<file path="config.mk">
export PLATFORM = sky130hd
export DESIGN_NAME = fwd_hazard_unit
export DESIGN_NICKNAME = d
export VERILOG_FILES = /design/src/rtl/fwd_hazard_unit.sv
export SDC_FILE = /design/constraint.sdc
export NUM_CORES = 1
export LEC_CHECK = 0
export CAP_MARGIN = 15
export CORE_MARGIN = 5
export CORE_UTILIZATION = 30
export CTS_CLUSTER_DIAMETER = 100
export DETAILED_ROUTE_END_ITERATION = 10
export HOLD_SLACK_MARGIN = 0.03
export PLACE_DENSITY_LB_ADDON = 0.12
export SETUP_SLACK_MARGIN = 0.15
export SLEW_MARGIN = 20
export SYNTH_ARGS = -nofsm -noshare
export SYNTH_HDL_FRONTEND = slang
export SYNTH_SLANG_ARGS = --single-unit
</file>
<file path="constraint.sdc">
create_clock -name clk -period 1.9 [get_ports clk]
set_clock_uncertainty 0.1 [all_clocks]
set_input_delay 0.38 -clock clk [delete_from_list [all_inputs] [get_ports clk]]
set_output_delay 0.38 -clock clk [all_outputs]
set_load 0.01 [all_outputs]
</file>
<file path="src/rtl/fwd_hazard_unit.sv">
// Operand forwarding selects plus load-use hazard stall/flush control for the ID/EX boundary.
// Optional build macro STALL_CNT_EN adds a saturating stall-cycle counter output.
module fwd_hazard_unit #(
    parameter int REG_W    = 5,
    parameter int NUM_SRC  = 2,
    parameter int LOAD_LAT = 1
) (
    input  logic                     clk,
    input  logic                     reset,
    input  logic                     ctl_reg_write_EXMEM_i,
    input  logic                     ctl_reg_write_MEMWB_i,
    input  logic [REG_W-1:0]         reg_dest_EXMEM_i,
    input  logic [REG_W-1:0]         reg_dest_MEMWB_i,
    input  logic                     ctl_reg_write_IDEX_i,
    input  logic                     ctl_mem_read_IDEX_i,
    input  logic [REG_W-1:0]         reg_dest_IDEX_i,
    input  logic [NUM_SRC*REG_W-1:0] reg_src_IDEX_i,
    input  logic [NUM_SRC*REG_W-1:0] reg_src_IFID_i,
    input  logic [NUM_SRC-1:0]       src_used_IFID_i,
    output logic [2*NUM_SRC-1:0]     forward_o,
    output logic                     stall_o,
`ifdef STALL_CNT_EN
    output logic [31:0]              stall_cnt_o,
`endif
    output logic                     flush_IDEX_o
);

    if ((NUM_SRC < 1) || (NUM_SRC > 4)) begin : g_bad_num_src
        $error("fwd_hazard_unit: NUM_SRC must be in 1..4");
    end
    if ((LOAD_LAT < 1) || (LOAD_LAT > 4)) begin : g_bad_load_lat
        $error("fwd_hazard_unit: LOAD_LAT must be in 1..4");
    end

    typedef enum logic [0:0] {IDLE = 1'b0, STALL = 1'b1} state_t;

    localparam bit         MULTI_CYCLE = (LOAD_LAT > 1);
    localparam logic [1:0] CNT_INIT    = (LOAD_LAT > 1) ? 2'(LOAD_LAT - 2) : 2'd0;

    state_t                 state_r, state_nxt_s;
    logic [1:0]             cnt_r, cnt_nxt_s;
    logic                   hz_s;
    logic                   stall_s;
    logic [2*NUM_SRC-1:0]   fwd_s;

    // A non-writing EX/MEM never shadows a valid MEM/WB result.
    function automatic logic [1:0] fwd_sel(
        input logic             ex_wr,
        input logic [REG_W-1:0] ex_dest,
        input logic             wb_wr,
        input logic [REG_W-1:0] wb_dest,
        input logic [REG_W-1:0] src
    );
        logic ex_hit, wb_hit;
        ex_hit = ex_wr && (ex_dest != {REG_W{1'b0}}) && (ex_dest == src);
        wb_hit = wb_wr && (wb_dest != {REG_W{1'b0}}) && (wb_dest == src);
        if (ex_hit) begin
            fwd_sel = 2'b10;
        end else if (wb_hit) begin
            fwd_sel = 2'b01;
        end else begin
            fwd_sel = 2'b00;
        end
    endfunction

    // Per-operand forwarding selects, forced to register-file while in reset.
    always_comb begin
        fwd_s = {(2*NUM_SRC){1'b0}};
        for (int k = 0; k < NUM_SRC; k++) begin
            if (reset) begin
                fwd_s[2*k +: 2] = 2'b00;
            end else begin
                fwd_s[2*k +: 2] = fwd_sel(ctl_reg_write_EXMEM_i, reg_dest_EXMEM_i,
                                          ctl_reg_write_MEMWB_i, reg_dest_MEMWB_i,
                                          reg_src_IDEX_i[k*REG_W +: REG_W]);
            end
        end
    end

    // Load-use detection against every operand the IF/ID instruction actually reads.
    always_comb begin
        logic match_v;
        match_v = 1'b0;
        for (int k = 0; k < NUM_SRC; k++) begin
            match_v = match_v | (src_used_IFID_i[k] &&
                                 (reg_src_IFID_i[k*REG_W +: REG_W] == reg_dest_IDEX_i));
        end
        hz_s = ctl_mem_read_IDEX_i && ctl_reg_write_IDEX_i &&
               (reg_dest_IDEX_i != {REG_W{1'b0}}) && match_v;
    end

    // Stall FSM next-state: the detection cycle is the first stall cycle, STALL covers the rest.
    always_comb begin
        state_nxt_s = state_r;
        cnt_nxt_s   = cnt_r;
        stall_s     = 1'b0;
        case (state_r)
            IDLE: begin
                stall_s = hz_s;
                if (hz_s && MULTI_CYCLE) begin
                    state_nxt_s = STALL;
                    cnt_nxt_s   = CNT_INIT;
                end else begin
                    state_nxt_s = IDLE;
                end
            end
            STALL: begin
                stall_s = 1'b1;
                if (cnt_r == 2'd0) begin
                    state_nxt_s = IDLE;
                end else begin
                    cnt_nxt_s = cnt_r - 2'd1;
                end
            end
            default: begin
                state_nxt_s = IDLE;
                cnt_nxt_s   = 2'd0;
            end
        endcase
    end

    // Stall FSM state and countdown registers.
    always_ff @(posedge clk) begin
        if (reset) begin
            state_r <= IDLE;
            cnt_r   <= 2'd0;
        end else begin
            state_r <= state_nxt_s;
            cnt_r   <= cnt_nxt_s;
        end
    end

    assign forward_o    = fwd_s;
    assign stall_o      = stall_s & ~reset;
    assign flush_IDEX_o = stall_s & ~reset;

`ifdef STALL_CNT_EN
    logic [31:0] stall_cnt_r;

    // Saturating count of stalled cycles.
    always_ff @(posedge clk) begin
        if (reset) begin
            stall_cnt_r <= 32'd0;
        end else if (stall_o && (stall_cnt_r != 32'hFFFF_FFFF)) begin
            stall_cnt_r <= stall_cnt_r + 32'd1;
        end else begin
            stall_cnt_r <= stall_cnt_r;
        end
    end

    assign stall_cnt_o = stall_cnt_r;
`endif

endmodule
</file>
# Word-level counts from Yosys, hierarchy flattened
# Cells that the tools add are included.
[word_totals]
ff_bits = 3
in_bits = 43
out_inout_bits = 6
word_cells = 39
[classes]
add_sub_neg = 1
n_eq_ne = 6
n_mux = 9
bitwise_logic = 5
n_reduce_logical = 16
[ops]
columns = ["op", "n"]
rows = [
  ["equality test 5 bit", 6],
  ["nonzero test 5 bit", 3],
  ["logical AND 1 bit", 11],
  ["two-way mux 2 bit", 4],
  ["one-hot mux 1 bit (2 select lines)", 2],
  ["two-way mux 1 bit", 3],
  ["inverter 1 bit", 3],
  ["zero test 2 bit", 1],
  ["AND reduction 2 bit", 1],
  ["subtractor 2 x 1 -> 2 bit (second input constant)", 1],
  ["AND 1 bit", 1],
  ["OR 1 bit", 1],
]

# Longest topological paths before layout
# Gate-level depths: netlist of the first run.
[depth]
word_depth = 6
mapped_depth = 5

# Worst setup path after synthesis of the first run
# OpenSTA, ideal clock, no wires.
[synth_path]
kind = "input -> output"
start = "input reg_dest_EXMEM_i[1]"
end = "output forward_o[2]"
arrival_time_ps = 1529
path_slack_ps = -109
cell_stages = 4
n_path_buf = 0
cell_sequence = "or4_1 > o21ai_2 > nor3_2 > nor4_2"
[synth_between]
elab_chain_len = 5
word_cells_on_any_way = 6
classes_between = "eq/ne: 1; mux: 2; reduce/logical: 3"
[synth_rtl]
columns = ["item", "line", "source"]
rows = [
  ["start, declared", "12", "input logic [REG_W-1:0] reg_dest_EXMEM_i,"],
  ["nonzero test 5 bit", "55", "ex_hit = ex_wr && (ex_dest != {REG_W{1'b0}}) && (ex_dest == src);"],
  ["logical AND 1 bit", "55", ""],
  ["logical AND 1 bit (*)", "55", ""],
  ["two-way mux 2 bit (*)", "57", "if (ex_hit) begin"],
  ["two-way mux 2 bit (*)", "70", "if (reset) begin"],
  ["end, declared", "20", "output logic [2*NUM_SRC-1:0] forward_o,"],
]
# Mark *: on every way between the ends. The rest lies on a longest branch, timed or not.

# Final worst setup path of the first run
[layout_path]
start = "input reg_dest_EXMEM_i[2]"
end = "output forward_o[0]"
# The elaborated chain is that of the path after synthesis.

==> results of run 1 <==
==> synth_stat cells, drive strengths merged <==
cell     count
o21ai        1
nand3        3
inv          3
o211ai       1
ha           1
a32oi        1
dfxtp        3
xor2        16
a211oi       1
nor3         4
nor4         5
o2111ai      1
or4          4
nor2b        1
buf          1
o2bb2ai      1
xnor2       15
nand2        2
nor2         2
and2         2
==> layout make-up <==
class	instances	share of cell area [%]
multi-input cells	61	43.49
repair buffers	75	46.93
clock buffers	4	1.952
inverters	3	0.8364
flip-flops and latches	3	4.461
well taps	25	2.323
==> metrics by stage <==
step                util [%]  setup TNS, ns  total power [uW]  hold WS (ns)  instance area [um^2]
floorplan                  -              0             136.9        0.3524                 600.6
global placement       71.04         -5.055             286.6        0.3841                  1240
detailed placement     71.04         -5.244             290.8        0.4258                  1240
CTS                    73.41        -0.8347             409.4        0.4307                  1281
global route           77.13         -1.105             449.3        0.3847                  1346
finish                 77.13        -0.8459             428.4        0.3734                  1346
==> metal layers <==
layer	track usage [%]	vias up	share of wire (%)
met3	3.099	4	8.1
met2	34.30	38	58
li1	-	399	-
met4	8.511	0	1.7
met1	15.91	368	32
met5	0	-	0
==> cell families (layout without fill, tap and decap cells) <==
| family | after synthesis | after routing | share of synthesized area, % |
|---|---|---|---|
| xor gates and xnor gates | 31 | 31 | 48.98 |
| and+or+nand+nor | 23 | 23 | 25.51 |
| AOI/OAI and AO/OA | 6 | 6 | 9.032 |
| buffers and inverters | 4 | 82 | 3.386 |
| DFF | 3 | 3 | 10.84 |
| adders and majority gates | 1 | 1 | 2.257 |
==> placed cells by master (no fill, tap or decap) <==
master / netlist / routed
dlymetal6s2s_1: 0 / 3
xor2_2: 0 / 1
nor2b_1: 1 / 1
clkbuf_2: 0 / 10
clkbuf_1: 0 / 1
nor2_1: 2 / 2
nor4_4: 0 / 1
nand2_1: 2 / 2
inv_2: 0 / 1
nand3_1: 3 / 2
xor2_1: 16 / 15
clkdlybuf4s50_1: 0 / 7
o2111ai_2: 0 / 1
clkbuf_4: 0 / 3
nand3_2: 0 / 1
nor3_4: 0 / 1
and2_1: 1 / 1
inv_1: 3 / 2
a32oi_1: 1 / 1
buf_8: 0 / 4
buf_2: 0 / 9
dlygate4sd2_1: 0 / 7
nor4_2: 1 / 4
buf_6: 0 / 10
or4_4: 0 / 4
buf_4: 1 / 22
xnor2_1: 15 / 14
clkdlybuf4s15_1: 0 / 3
ha_1: 1 / 1
a211oi_1: 1 / 1
nor3_2: 1 / 3
and2_0: 1 / 1
xnor2_2: 0 / 1
o21ai_4: 0 / 1
dfxtp_1: 3 / 3
o211ai_1: 1 / 1
o2bb2ai_2: 0 / 1
==> timing repair <==
item,4_1_cts,5_1_grt
pin swaps,20,14
setup endpoints to repair,6,6
gates cloned,0,0
setup buffers,6,3
gates resized for setup,117,37
==> where the power goes <==
| group | total (uW) | switching (uW) | internal, uW |
|---|---|---|---|
| clock | 116 | 37.2 | 79.0 |
| combinational | 249 | 99.2 | 150 |
| sequential | 63.3 | 0.0000000000000590 | 63.3 |
| total | 428 | 136 | 292 |
==> worst max-delay path by stage <==
| stage | end | cells after the start |
|---|---|---|
| 6_report | forward_o[0] | 8 |
| 5_1_grt | forward_o[0] | 8 |
| 4_1_cts | forward_o[2] | 7 |
| 3_5_place_dp | forward_o[2] | 6 |
| 3_3_place_gp | forward_o[2] | 5 |
| 2_1_floorplan | forward_o[2] | 3 |
==> worst register-to-register path, delay by kind of cell, from the launching register on <==
family          cells  cell delay, ns
flops               1            0.33
simple gates        2            0.32
compound gates      1            0.26
fa+ha+maj           1            0.18
buf+inv             1            0.05
==> state kept, by name, indices dropped and copies added (netlist names) <==
name	cells
state_r	1
cnt_r	2
==> results.sh, run 1 <==
export IMPL_yosysWarnings=0
export IMPL_finalHoldViolCount=0
export IMPL_synth_area_top_cells="xor2_1 (25%), xnor2_1 (24%), dfxtp_1 (11%), or4_1 (5.4%), nor4_1 (4.5%)"
export IMPL_path_buf_inv=4
export IMPL_grt_use_total_pct=17.05
export IMPL_start_kind="input port"
export IMPL_cts_buffers=3
export IMPL_gp_congestion=0.8113
export IMPL_die_w_um=52.99
export IMPL_syn_num_nets=112
export IMPL_path_clk_slew_ns=0.04
export IMPL_reg2reg_depth=5
export IMPL_drv_slew=0
export IMPL_setup_slack_ns=-0.2717
export IMPL_synth_area_per_cell_um2=8.151
export IMPL_cp_cell_sequence="buf_6 -> or4_4 -> o21ai_4 -> buf_6 -> buf_6 -> nor3_2 -> nor3_2 -> buf_2"
export IMPL_power_density_nw_per_um2=318.2
export IMPL_start_util_pct=31.76
export IMPL_ff2ff_setup_slack_ns=0.57
export IMPL_crit_top_cell="buf_6"
export IMPL_netlist_area_um2=554.3
export IMPL_max_freq_mhz=460.5
export IMPL_cts_tree="yes"
export IMPL_wirelength_um=2420
export IMPL_core_area_um2=1745
export IMPL_cts_max_level=1
export IMPL_drive_gt1_share_pct=53.42
export IMPL_insertion_delay_ns=0.24
export IMPL_max_clock_path_buffers=2
export IMPL_peakVddDrop_mv=0.1977
export IMPL_violations="negative setup slack"
export IMPL_io_buffers=48
export IMPL_critPathLaunch="reg_dest_EXMEM_i[2]"
export IMPL_multiInputGateArea_um2=585.6
export IMPL_dieArea_um2=2807
export IMPL_rsz0062_at_grt="yes"
export IMPL_gr_total_overflow=0
export IMPL_cp_required_ns=1.42
export IMPL_fin_cells=171
export IMPL_diodes=0
export IMPL_finalCritPeriodShare_pct=114.3
export IMPL_cts_root_buf="clkbuf_4"
export IMPL_regToRegEndpoint="cnt_r[1]"
export IMPL_core_rowCount=15
export IMPL_seqCellArea_um2=60.06
export IMPL_wl_per_cell_um=14.15
export IMPL_vias=809
export IMPL_worst_pin_slew_ns=0.2794
export IMPL_crit_family="simple AND/OR/NAND/NOR gates"
export IMPL_hold_path_depth=3
export IMPL_cpMaxStageDelayCell="or4_4"
export IMPL_layout_nets=191
export IMPL_drt_initial_drc_count=5
export IMPL_ant_nets=0
export IMPL_syn_inst=68
export IMPL_pre_cts_ws_ns=-1.038
export IMPL_synth_seq_area_share_pct=10.84
export IMPL_hold_path_class="input port to flop"
export IMPL_ctsHoldBuffers=0
export IMPL_outcome="complete, but fails checks"
export IMPL_leakagePower_uw=0.0006032
export IMPL_synth_top_area_share_pct=25.28
export IMPL_hold_path_end="cnt_r[0]"
export IMPL_avgViaCountPerCell=4.731
export IMPL_n_fill_cell=135
export IMPL_maxCapViolations=0
export IMPL_area_growth_pct=142.9
export IMPL_slowest_delay_ns=0.55
export IMPL_crit_path_end_kind="primary output"
export IMPL_synth_distinct_cells=23
export IMPL_max_slew_margin_pct=81.33
export IMPL_yosys_area_top_type="xor2_1"
export IMPL_die_y_um=52.99
export IMPL_grt_max_degree=5
export IMPL_drc=0
export IMPL_dpl_cell_count=158
export IMPL_finalSetupViolations=4
export IMPL_cts_sinks=3
export IMPL_worstPathMaxFanout=2
export IMPL_crit_type="input port to primary output"
export IMPL_r2r_start="cnt_r[0]"
export IMPL_antenna_found_initial=0
export IMPL_grt_pass1_wl_um=3484
export IMPL_io_pins=49
export IMPL_hp_start="reset"
export IMPL_dp_hpwl_um=1988
export IMPL_fin_crit_ns=2.172
export IMPL_grt_pass1_vias=845
export IMPL_arrival_ns=1.69
export IMPL_drt_pass1_iter_count=7
export IMPL_ys_ff_latch=3
(Power assumes the default switching activity.)
==> inputs of run 2 (changes only) <==
Settings changed: CAP_MARGIN 15 to 20.
==> results of run 2 <==
Final layout, timing and power as in run 1 (identical DEF).
==> inputs of run 3 (changes only) <==
Settings changed: CAP_MARGIN 20 to 25, CELL_PAD_IN_SITES_DETAIL_PLACEMENT from default to 0, CELL_PAD_IN_SITES_GLOBAL_PLACEMENT from default to 1, CORE_UTILIZATION 30 to 20.
==> run 3 against run 2 <==
  * Utilization decreased by 30 points
  * Combinational power down 7%
  * Final cell count rose by 1.2%
  * Routed wire length decreased by 3.7%
  * The run still ends with negative setup slack left
  * Design area is 4.9% lower
==> results.sh, run 3 (synthesis results as in run 1) <==
export IMPL_antenna_found_initial=0
export IMPL_cts_sinks=3
export IMPL_die_w_um=62.65
export IMPL_dieArea_um2=3924
export IMPL_setup_slack_ns=-0.2325
export IMPL_dp_hpwl_um=1926
export IMPL_grt_use_total_pct=11.81
export IMPL_vias=764
export IMPL_clockPowerShare_pct=28.1
export IMPL_drt_pass1_iter_count=2
export IMPL_finalHoldViolCount=0
export IMPL_io_buffers=48
export IMPL_core_area_um2=2710
export IMPL_wirelength_um=2330
export IMPL_outcome="complete, but fails checks"
export IMPL_grt_max_degree=5
export IMPL_ant_nets=0
export IMPL_drt_initial_drc_count=14
export IMPL_leakagePower_uw=0.0005402
export IMPL_whs_ns=0.4091
export IMPL_rsz0062_at_grt="yes"
export IMPL_violations="negative setup slack"
export IMPL_start_util_pct=20.45
export IMPL_gr_total_overflow=0
export IMPL_wl_per_cell_um=13.47
export IMPL_layout_nets=187
export IMPL_crit_type="input port to primary output"
export IMPL_grt_pass1_wl_um=3857
export IMPL_path_clk_slew_ns=0.04
export IMPL_worst_pin_slew_ns=0.2860
export IMPL_layout_commonest_cell="buf_4"
export IMPL_swShare_pct=31.63
export IMPL_p_comb_share_pct=56.5
export IMPL_cts_max_level=1
export IMPL_area_growth_pct=130.9
export IMPL_cts_tree="yes"
export IMPL_p_sw_uw=129.4
export IMPL_fin_crit_ns=2.132
export IMPL_drive_gt1_share_pct=47.18
export IMPL_max_slew_margin_pct=80.89
export IMPL_reg2reg_depth=5
export IMPL_ff2ff_setup_slack_ns=0.62
export IMPL_seq_power_share_pct=15.5
export IMPL_drv_slew=0
export IMPL_hp_start="cnt_r[1]"
export IMPL_p_total_uw=409.0
export IMPL_hold_path_end="cnt_r[1]"
export IMPL_finalSetupViolations=6
export IMPL_fin_setup_tns_ns=-0.9110
export IMPL_worstPathMaxFanout=3
export IMPL_n_fill_cell=285
export IMPL_dpl_cell_area_um2=1255
export IMPL_max_freq_mhz=468.9
export IMPL_die_y_um=62.65
export IMPL_insertion_delay_ns=0.23
export IMPL_hold_path_class="flop to flop"
export IMPL_final_area_um2=1280
export IMPL_cts_buffers=3
export IMPL_core_rowCount=19
export IMPL_crit_path_end_kind="primary output"
export IMPL_cp_required_ns=1.42
export IMPL_r2r_start="cnt_r[0]"
export IMPL_regMostFlops="cnt_r"
export IMPL_arrival_ns=1.65
export IMPL_p_int_uw=279.6
export IMPL_avgViaCountPerCell=4.416
export IMPL_ctsHoldBuffers=0
export IMPL_start_kind="input port"
export IMPL_largest_registers="cnt_r (2), state_r (1)"
export IMPL_final_cell_mix="buf_4 (19), xnor2_1 (15), xor2_1 (15)"
export IMPL_max_clock_path_buffers=2
export IMPL_maxCapViolations=0
export IMPL_hold_path_depth=2
export IMPL_cts_root_buf="clkbuf_4"
export IMPL_finalCritPeriodShare_pct=112.2
export IMPL_power_density_nw_per_um2=319.5
export IMPL_largest_reg_flops=2
export IMPL_regToRegEndpoint="cnt_r[1]"
export IMPL_drc=0
export IMPL_io_pins=49
export IMPL_peakVddDrop_mv=0.2734
export IMPL_diodes=0
export IMPL_gp_congestion=0.8251
export IMPL_grt_pass1_vias=818
run 3: worst max-delay path, cell delays in order:
cell	delay, ns
buf_6	0.09
or4_4	0.54
o21ai_4	0.24
buf_6	0.13
nor3_2	0.03
nor3_2	0.09
buf_2	0.15
run 3: how the worst max path moves through the flow:
stage | depth (start not counted) | slack (ns) | endpoint | start
final | 7 | -0.23 | forward_o[0] | reg_dest_EXMEM_i[4]
after global routing | 7 | -0.28 | forward_o[0] | reg_dest_EXMEM_i[4]
after CTS | 6 | -0.28 | forward_o[2] | reg_dest_EXMEM_i[4]
after detailed placement | 5 | -1.00 | forward_o[2] | reg_dest_MEMWB_i[3]
after global placement | 6 | -0.99 | forward_o[2] | reg_dest_MEMWB_i[3]
after floorplan | 3 | 0.04 | forward_o[2] | reg_dest_MEMWB_i[3]
run 3: area by class of cell:
type                            count  area [um^2]  area share (%)
Timing Repair Buffer               71        580.6           45.36
Multi-Input combinational cell     61        563.0           43.99
Sequential cell                     3        60.06           4.692
Tap cell                           31        38.79           3.030
Clock buffer                        4        26.28           2.053
Inverter                            3        11.26          0.8798
run 3: repair_timing:
| item | CTS | global route |
|---|---|---|
| pin swaps | 19 | 11 |
| resized for setup | 123 | 17 |
| setup buffers | 4 | 0 |
| hold endpoints to repair | 0 | 0 |
| endpoints found under the setup margin | 6 | 6 |
run 3: per-layer routing:
layer  GRT usage (%)  part of all wire, %  vias to the layer above
met5               0                    0                        -
met1           12.86                   40                      335
li1                -                    -                      387
met2           22.54                   52                       40
met3           2.518                  6.0                        2
met4           3.183                  1.5                        0
run 3: metrics by stage:
| step | utilization (%) | setup WS (ns) | cells |
|---|---|---|---|
| 4_1_cts | 46.86 | -0.2820 | 173 |
| 3_3_place_gp | 46.31 | -0.9865 | 165 |
| 3_5_place_dp | 46.31 | -1.003 | 165 |
| 5_1_grt | 47.23 | -0.2761 | 173 |
| 6_report | 47.23 | -0.2325 | 173 |
| 2_1_floorplan | - | 0.03996 | 68 |
run 3: power groups by stage:
stage	combinational, uW	sequential [uW]	clock, uW
floorplan	72.6	64.3	0
global placement	228	64.3	0
detailed placement	229	64.3	0
CTS	226	63.3	117
global route	248	63.2	122
finish	231	63.2	115
